[src/rtl/time_display_scan.sv]
// Six-digit multiplexed HH.MM.SS display scanner.
// A prescaler steps through six digit slots. Each slot starts with a short
// anode-off blanking window. The time word is sampled once per frame so that
// a frame never shows a mix of old and new digits. In set mode the hour and
// minute digits blink. seg and an come straight from flops. They are
// computed from next-state values, so in any cycle they match that cycle's
// scan state.
module time_display_scan #(
    parameter int SCAN_DIV     = 50000,
    parameter int BLANK        = 2,
    parameter int BLINK_FRAMES = 64
) (
    input  logic        clk,
    input  logic        rst,
    input  logic [23:0] timeBus,
    input  logic        SW_cS,
    output logic [7:0]  seg,
    output logic [5:0]  an
);

    localparam int CW = (SCAN_DIV > 2) ? $clog2(SCAN_DIV) : 1;
    localparam int FW = $clog2(BLINK_FRAMES + 1);
    localparam logic [CW-1:0] CNT_MAX = CW'(SCAN_DIV - 1);
    localparam logic [CW-1:0] BLANK_V = CW'(BLANK);
    localparam logic [FW-1:0] FC_MAX  = FW'(BLINK_FRAMES - 1);

    // Seven-segment pattern for one decimal digit, active low {g..a}
    function automatic logic [6:0] digit_pattern(input logic [3:0] v);
        logic [6:0] p;
        case (v)
            4'd0:    p = 7'b1000000;
            4'd1:    p = 7'b1111001;
            4'd2:    p = 7'b0100100;
            4'd3:    p = 7'b0110000;
            4'd4:    p = 7'b0011001;
            4'd5:    p = 7'b0010010;
            4'd6:    p = 7'b0000010;
            4'd7:    p = 7'b1111000;
            4'd8:    p = 7'b0000000;
            4'd9:    p = 7'b0010000;
            default: p = 7'b0111111;
        endcase
        return p;
    endfunction

    // Pattern for the tens or units digit of a field; out-of-range fields show dashes
    function automatic logic [6:0] field_pattern(input logic [5:0] val,
                                                 input logic [5:0] limit,
                                                 input logic       tens);
        logic [6:0] p;
        if (val >= limit) begin
            p = 7'b0111111;
        end else if (tens) begin
            p = digit_pattern(4'(val / 6'd10));
        end else begin
            p = digit_pattern(4'(val % 6'd10));
        end
        return p;
    endfunction

    logic [CW-1:0] cnt_r, cnt_s;
    logic [2:0]    d_r, d_s;
    logic [4:0]    hours_r, hours_s;
    logic [5:0]    mins_r, mins_s;
    logic [5:0]    secs_r, secs_s;
    logic [FW-1:0] fc_r, fc_s;
    logic          blink_r, blink_s;
    logic [7:0]    seg_r, seg_s;
    logic [5:0]    an_r, an_s;
    logic          slot_end_s;
    logic          frame_end_s;
    logic [6:0]    digit_s;
    logic          dp_s;

    // Bits of the time word that carry no field
    logic unused_time_bits;
    assign unused_time_bits = ^{timeBus[23:21], timeBus[15:14], timeBus[7:6]};

    // Scan, snapshot and blink next-state logic
    always_comb begin
        slot_end_s  = (cnt_r == CNT_MAX);
        frame_end_s = slot_end_s && (d_r == 3'd5);

        if (slot_end_s) begin
            cnt_s = '0;
        end else begin
            cnt_s = cnt_r + {{(CW-1){1'b0}}, 1'b1};
        end

        if (!slot_end_s) begin
            d_s = d_r;
        end else if (d_r == 3'd5) begin
            d_s = 3'd0;
        end else begin
            d_s = d_r + 3'd1;
        end

        if (frame_end_s) begin
            hours_s = timeBus[20:16];
            mins_s  = timeBus[13:8];
            secs_s  = timeBus[5:0];
        end else begin
            hours_s = hours_r;
            mins_s  = mins_r;
            secs_s  = secs_r;
        end

        if (!SW_cS) begin
            fc_s    = '0;
            blink_s = 1'b0;
        end else if (frame_end_s) begin
            if (fc_r == FC_MAX) begin
                fc_s    = '0;
                blink_s = ~blink_r;
            end else begin
                fc_s    = fc_r + {{(FW-1){1'b0}}, 1'b1};
                blink_s = blink_r;
            end
        end else begin
            fc_s    = fc_r;
            blink_s = blink_r;
        end
    end

    // Display decode of the next-cycle scan state
    always_comb begin
        case (d_s)
            3'd0:    digit_s = field_pattern({1'b0, hours_s}, 6'd24, 1'b1);
            3'd1:    digit_s = field_pattern({1'b0, hours_s}, 6'd24, 1'b0);
            3'd2:    digit_s = field_pattern(mins_s, 6'd60, 1'b1);
            3'd3:    digit_s = field_pattern(mins_s, 6'd60, 1'b0);
            3'd4:    digit_s = field_pattern(secs_s, 6'd60, 1'b1);
            3'd5:    digit_s = field_pattern(secs_s, 6'd60, 1'b0);
            default: digit_s = 7'b1111111;
        endcase

        if ((d_s == 3'd1) || (d_s == 3'd3)) begin
            dp_s = 1'b0;
        end else begin
            dp_s = 1'b1;
        end

        if (cnt_s < BLANK_V) begin
            an_s  = 6'b111111;
            seg_s = 8'hFF;
        end else begin
            an_s = ~(6'b100000 >> d_s);
            if (blink_s && (d_s < 3'd4)) begin
                seg_s = 8'hFF;
            end else begin
                seg_s = {dp_s, digit_s};
            end
        end
    end

    // State and output registers with asynchronous active-low reset
    always_ff @(posedge clk or negedge rst) begin
        if (!rst) begin
            cnt_r   <= '0;
            d_r     <= 3'd0;
            hours_r <= 5'd0;
            mins_r  <= 6'd0;
            secs_r  <= 6'd0;
            fc_r    <= '0;
            blink_r <= 1'b0;
            seg_r   <= 8'hFF;
            an_r    <= 6'b111111;
        end else begin
            cnt_r   <= cnt_s;
            d_r     <= d_s;
            hours_r <= hours_s;
            mins_r  <= mins_s;
            secs_r  <= secs_s;
            fc_r    <= fc_s;
            blink_r <= blink_s;
            seg_r   <= seg_s;
            an_r    <= an_s;
        end
    end

    assign seg = seg_r;
    assign an  = an_r;

endmodule

[config.mk]
export PLATFORM = sky130hd
export DESIGN_NAME = time_display_scan
export DESIGN_NICKNAME = d
export VERILOG_FILES = /design/src/rtl/time_display_scan.sv
export SDC_FILE = /design/constraint.sdc
export NUM_CORES = 1
export LEC_CHECK = 0
export CAP_MARGIN = 20
export CORE_UTILIZATION = 51
export DETAILED_ROUTE_END_ITERATION = 10
export PLACE_DENSITY = 0.77
export SETUP_SLACK_MARGIN = 0.5
export SLEW_MARGIN = 5
export SYNTH_ARGS = -nofsm -noshare
export SYNTH_HDL_FRONTEND = slang
export SYNTH_SLANG_ARGS = --single-unit
[constraint.sdc]
create_clock -name clk -period 7.9 [get_ports clk]
set_clock_uncertainty 0.05 [all_clocks]
set_input_delay 1.58 -clock clk [delete_from_list [all_inputs] [get_ports clk]]
set_output_delay 1.58 -clock clk [all_outputs]
set_load 0.02 [all_outputs]
==> metrics <==
final critical-path setup slack 1.937 ns; warning count from the yosys run 0; type of destination of the critical path flip-flop; ratio of total power to cell area 113.9 nW/um2; detailed-router iteration count before antenna repair 5; compound-cell area share of the yosys netlist 24.19%; share of synthesized flip-flops with an asynchronous set or reset 100.0%; CTS tree built; worst setup path category reg2reg; I/O pins 41; effective utilization at floorplan 53.42%; endpoints failing hold 0; CTS sink count 58; top cells by area in the synthesized netlist dfrtp_1, ha_1, dfstp_2; multiplexer share of the synthesized area 5.459%; Clock H-tree levels 3; area of the placeable core 9955 um2; crit path max fanout 19; Worst Setup Start Kind flip-flop; number of buffers inserted to repair setup after CTS 0; Longest Clk Path Bufs 2; portion of synthesized cell area occupied by the leading cell type 20.71%; number of rows created at floorplan 36; clock latency on the worst-skew pair 0.37 ns; number of max-slew violations in the final report 0; fraction of the mapped netlist area in adder cells 8.376%; Hold-fix buffers, CTS 0; total standard cell area after synthesis 5318 um2; data arrival time at the worst-slack endpoint 6.17 ns; top library cells by usage in the layout, fill and taps aside nor2_1, nand2_1, dfrtp_1, a21oi_1, o21ai_0; post-layout min period 5.963 ns; maximum clock rate 0.1677 GHz; dominant synthesized flop cell dfrtp_1; routed via count divided by cell count 6.496; Area Overhead vs Synth 11.04%; path class of the lowest-slack min-delay path reg2reg; RePlAce Congestion 0.9312; number of synthesized flops with an enable pin 0; Peak VDD IR 0.1805 mV; antenna fix cells 0; clock slew at the register clock pins of the worst setup and hold paths 0.07 ns; total gr overflow 0; via count of the first global-routing pass 4,926; die extent in x 104.1 um; cell count after placement 775; Antenna Violating Nets Remaining 0; share of post-route cells with drive strength above 1 9.285%; aggregate routed wire length 14.53 mm; syn_area_per_cell 8.387 um2; Mapped Cells 634; synthesized netlist net count 695; Die Ht 104.1 um; number of input and output port buffers inserted 33; Post-Synth Simple-Gate Area 25.20%; hpwl dp 10.56 mm; largest net degree at the start of global routing 59; Initial DRC Count 346; #FFs+latches synth 58; net total in the final layout 714; global-route wire length before repair 23.97 mm; final count of negative-setup-slack endpoints 0; most common cell after layout, fill and taps aside nor2_1; Seq/Total Area, Yosys 27.62%; total die area 10,840 um2; Resize count post-CTS 0; DRC violations left 0; setup TNS 0 ns; worst max-slew margin expressed relative to the limit 35.70%; critical path data required time 8.10 ns; static leakage 2.428 nW; filler-free cell count of the finished design 790; cell taking the most area after synthesis dfrtp_1; wire per inst 18.39 um; share of the synthesized netlist area taken by xor and xnor gates 3.953%; routed vias 5,132; unrepaired setup endpoints after global routing no; slew of the pin with the lowest slew margin 0.9525 ns; combinational family with the most area after synthesis simple AND/OR/NAND/NOR gates; CTS Root Buffer Type clkbuf_8; TritonCTS Buffers 9; synth unique cells 87; worst slack at placement 1.846 ns; final core area utilization 59.31%; global-route usage over all layers 27.82%; final clock period utilization by the worst path 75.48%; # Max-Cap Violations 0; number of antenna violations at the first check in global routing 0; result of the run complete, no violations
per-layer routing:
layer	global-route usage [%]	vias up	part of all wire (%)
met2	45.05	244	47
met1	34.48	2450	42
met5	0	-	0
li1	-	2391	-
met3	6.830	47	7.4
met4	13.88	0	2.9
path summary, 6_finish.rpt:
kind                       startpoint        to  slack, ns  cells past startpoint
max                          cnt_r[0]    seg[0]       1.94                     19
min                          cnt_r[0]  cnt_r[0]       0.43                      1
max reg2reg                  cnt_r[0]    seg[0]       1.94                     19
min reg2reg                  cnt_r[0]  cnt_r[0]       0.43                      1
max in group asynchronous         rst    d_r[1]       5.95                      2
min in group asynchronous         rst  cnt_r[9]       1.32                      2
synthesized netlist by cell type (all sizes together), types with 14 or more instances:
| cell | number |
|---|---|
| nor2 | 70 |
| nand2 | 50 |
| dfrtp | 44 |
| o21ai | 41 |
| a21oi | 36 |
| ha | 34 |
| inv | 29 |
| mux2i | 21 |
| nand3 | 21 |
| buf | 18 |
| a31oi | 17 |
| nor3 | 16 |
| xnor2 | 16 |
| dfstp | 14 |
logic make-up (layout without fill, tap and decap cells):
| group | after synthesis | after routing |
|---|---|---|
| flip-flops | 58 | 58 |
| multiplexers | 26 | 26 |
| AND/OR/NAND/NOR | 249 | 249 |
| buffers and inverters | 58 | 81 |
| XOR/XNOR | 24 | 24 |
| AO/OA/AOI/OAI | 183 | 183 |
| adder cells (fa/ha/maj) | 36 | 36 |
power by group:
part | total, mW | internal, mW | leakage, nW | switching [mW]
clock network | 0.345 | 0.216 | 0.118 | 0.129
registers | 0.298 | 0.298 | 0.729 | 0.0000839
logic | 0.0306 | 0.0125 | 1.58 | 0.0180
total | 0.673 | 0.526 | 2.43 | 0.147
cell type report:
type                       count  area (um2)
fill                         879        4050
multi-input combinational    518        3572
sequential                    58        1469
timing repair buffer          35       340.3
tap                          133       166.4
clock buffer                  10       137.6
inverter                      31       116.4
clock inverter                 5       102.6
state kept, by name, summed over array words and instances, names as in the netlist:
signal,cells
blink_r,1
seg,8
cnt_r,16
d_r,3
secs_r,6
mins_r,6
an,6
hours_r,5
fc_r,7
worst max-delay path, cell delays in order (launching register included):
cell,delay [ns]
dfrtp_1,0.39
ha_1,0.26
and3_1,0.36
and4_1,0.49
and2_1,0.75
nor2_1,0.08
a21oi_1,0.29
ha_1,0.26
nor3b_1,0.37
o21ai_0,0.13
o211ai_1,0.09
a21boi_2,0.36
a31oi_1,0.30
xnor2_1,0.37
inv_1,0.14
ha_1,0.23
mux2i_1,0.14
nor2_1,0.07
nor4_1,0.50
o211ai_1,0.20
stage by stage:
step                hold WS (ns)  total power [mW]  instance area, um2
floorplan                 0.3979            0.3115                5318
global route              0.4622            0.6902                5904
CTS                       0.4378            0.6814                5904
finish                    0.4345            0.6727                5904
detailed placement        0.4253            0.3331                5664
global placement          0.4219            0.3324                5664
Note: power is estimated with default switching activity, not from simulation.
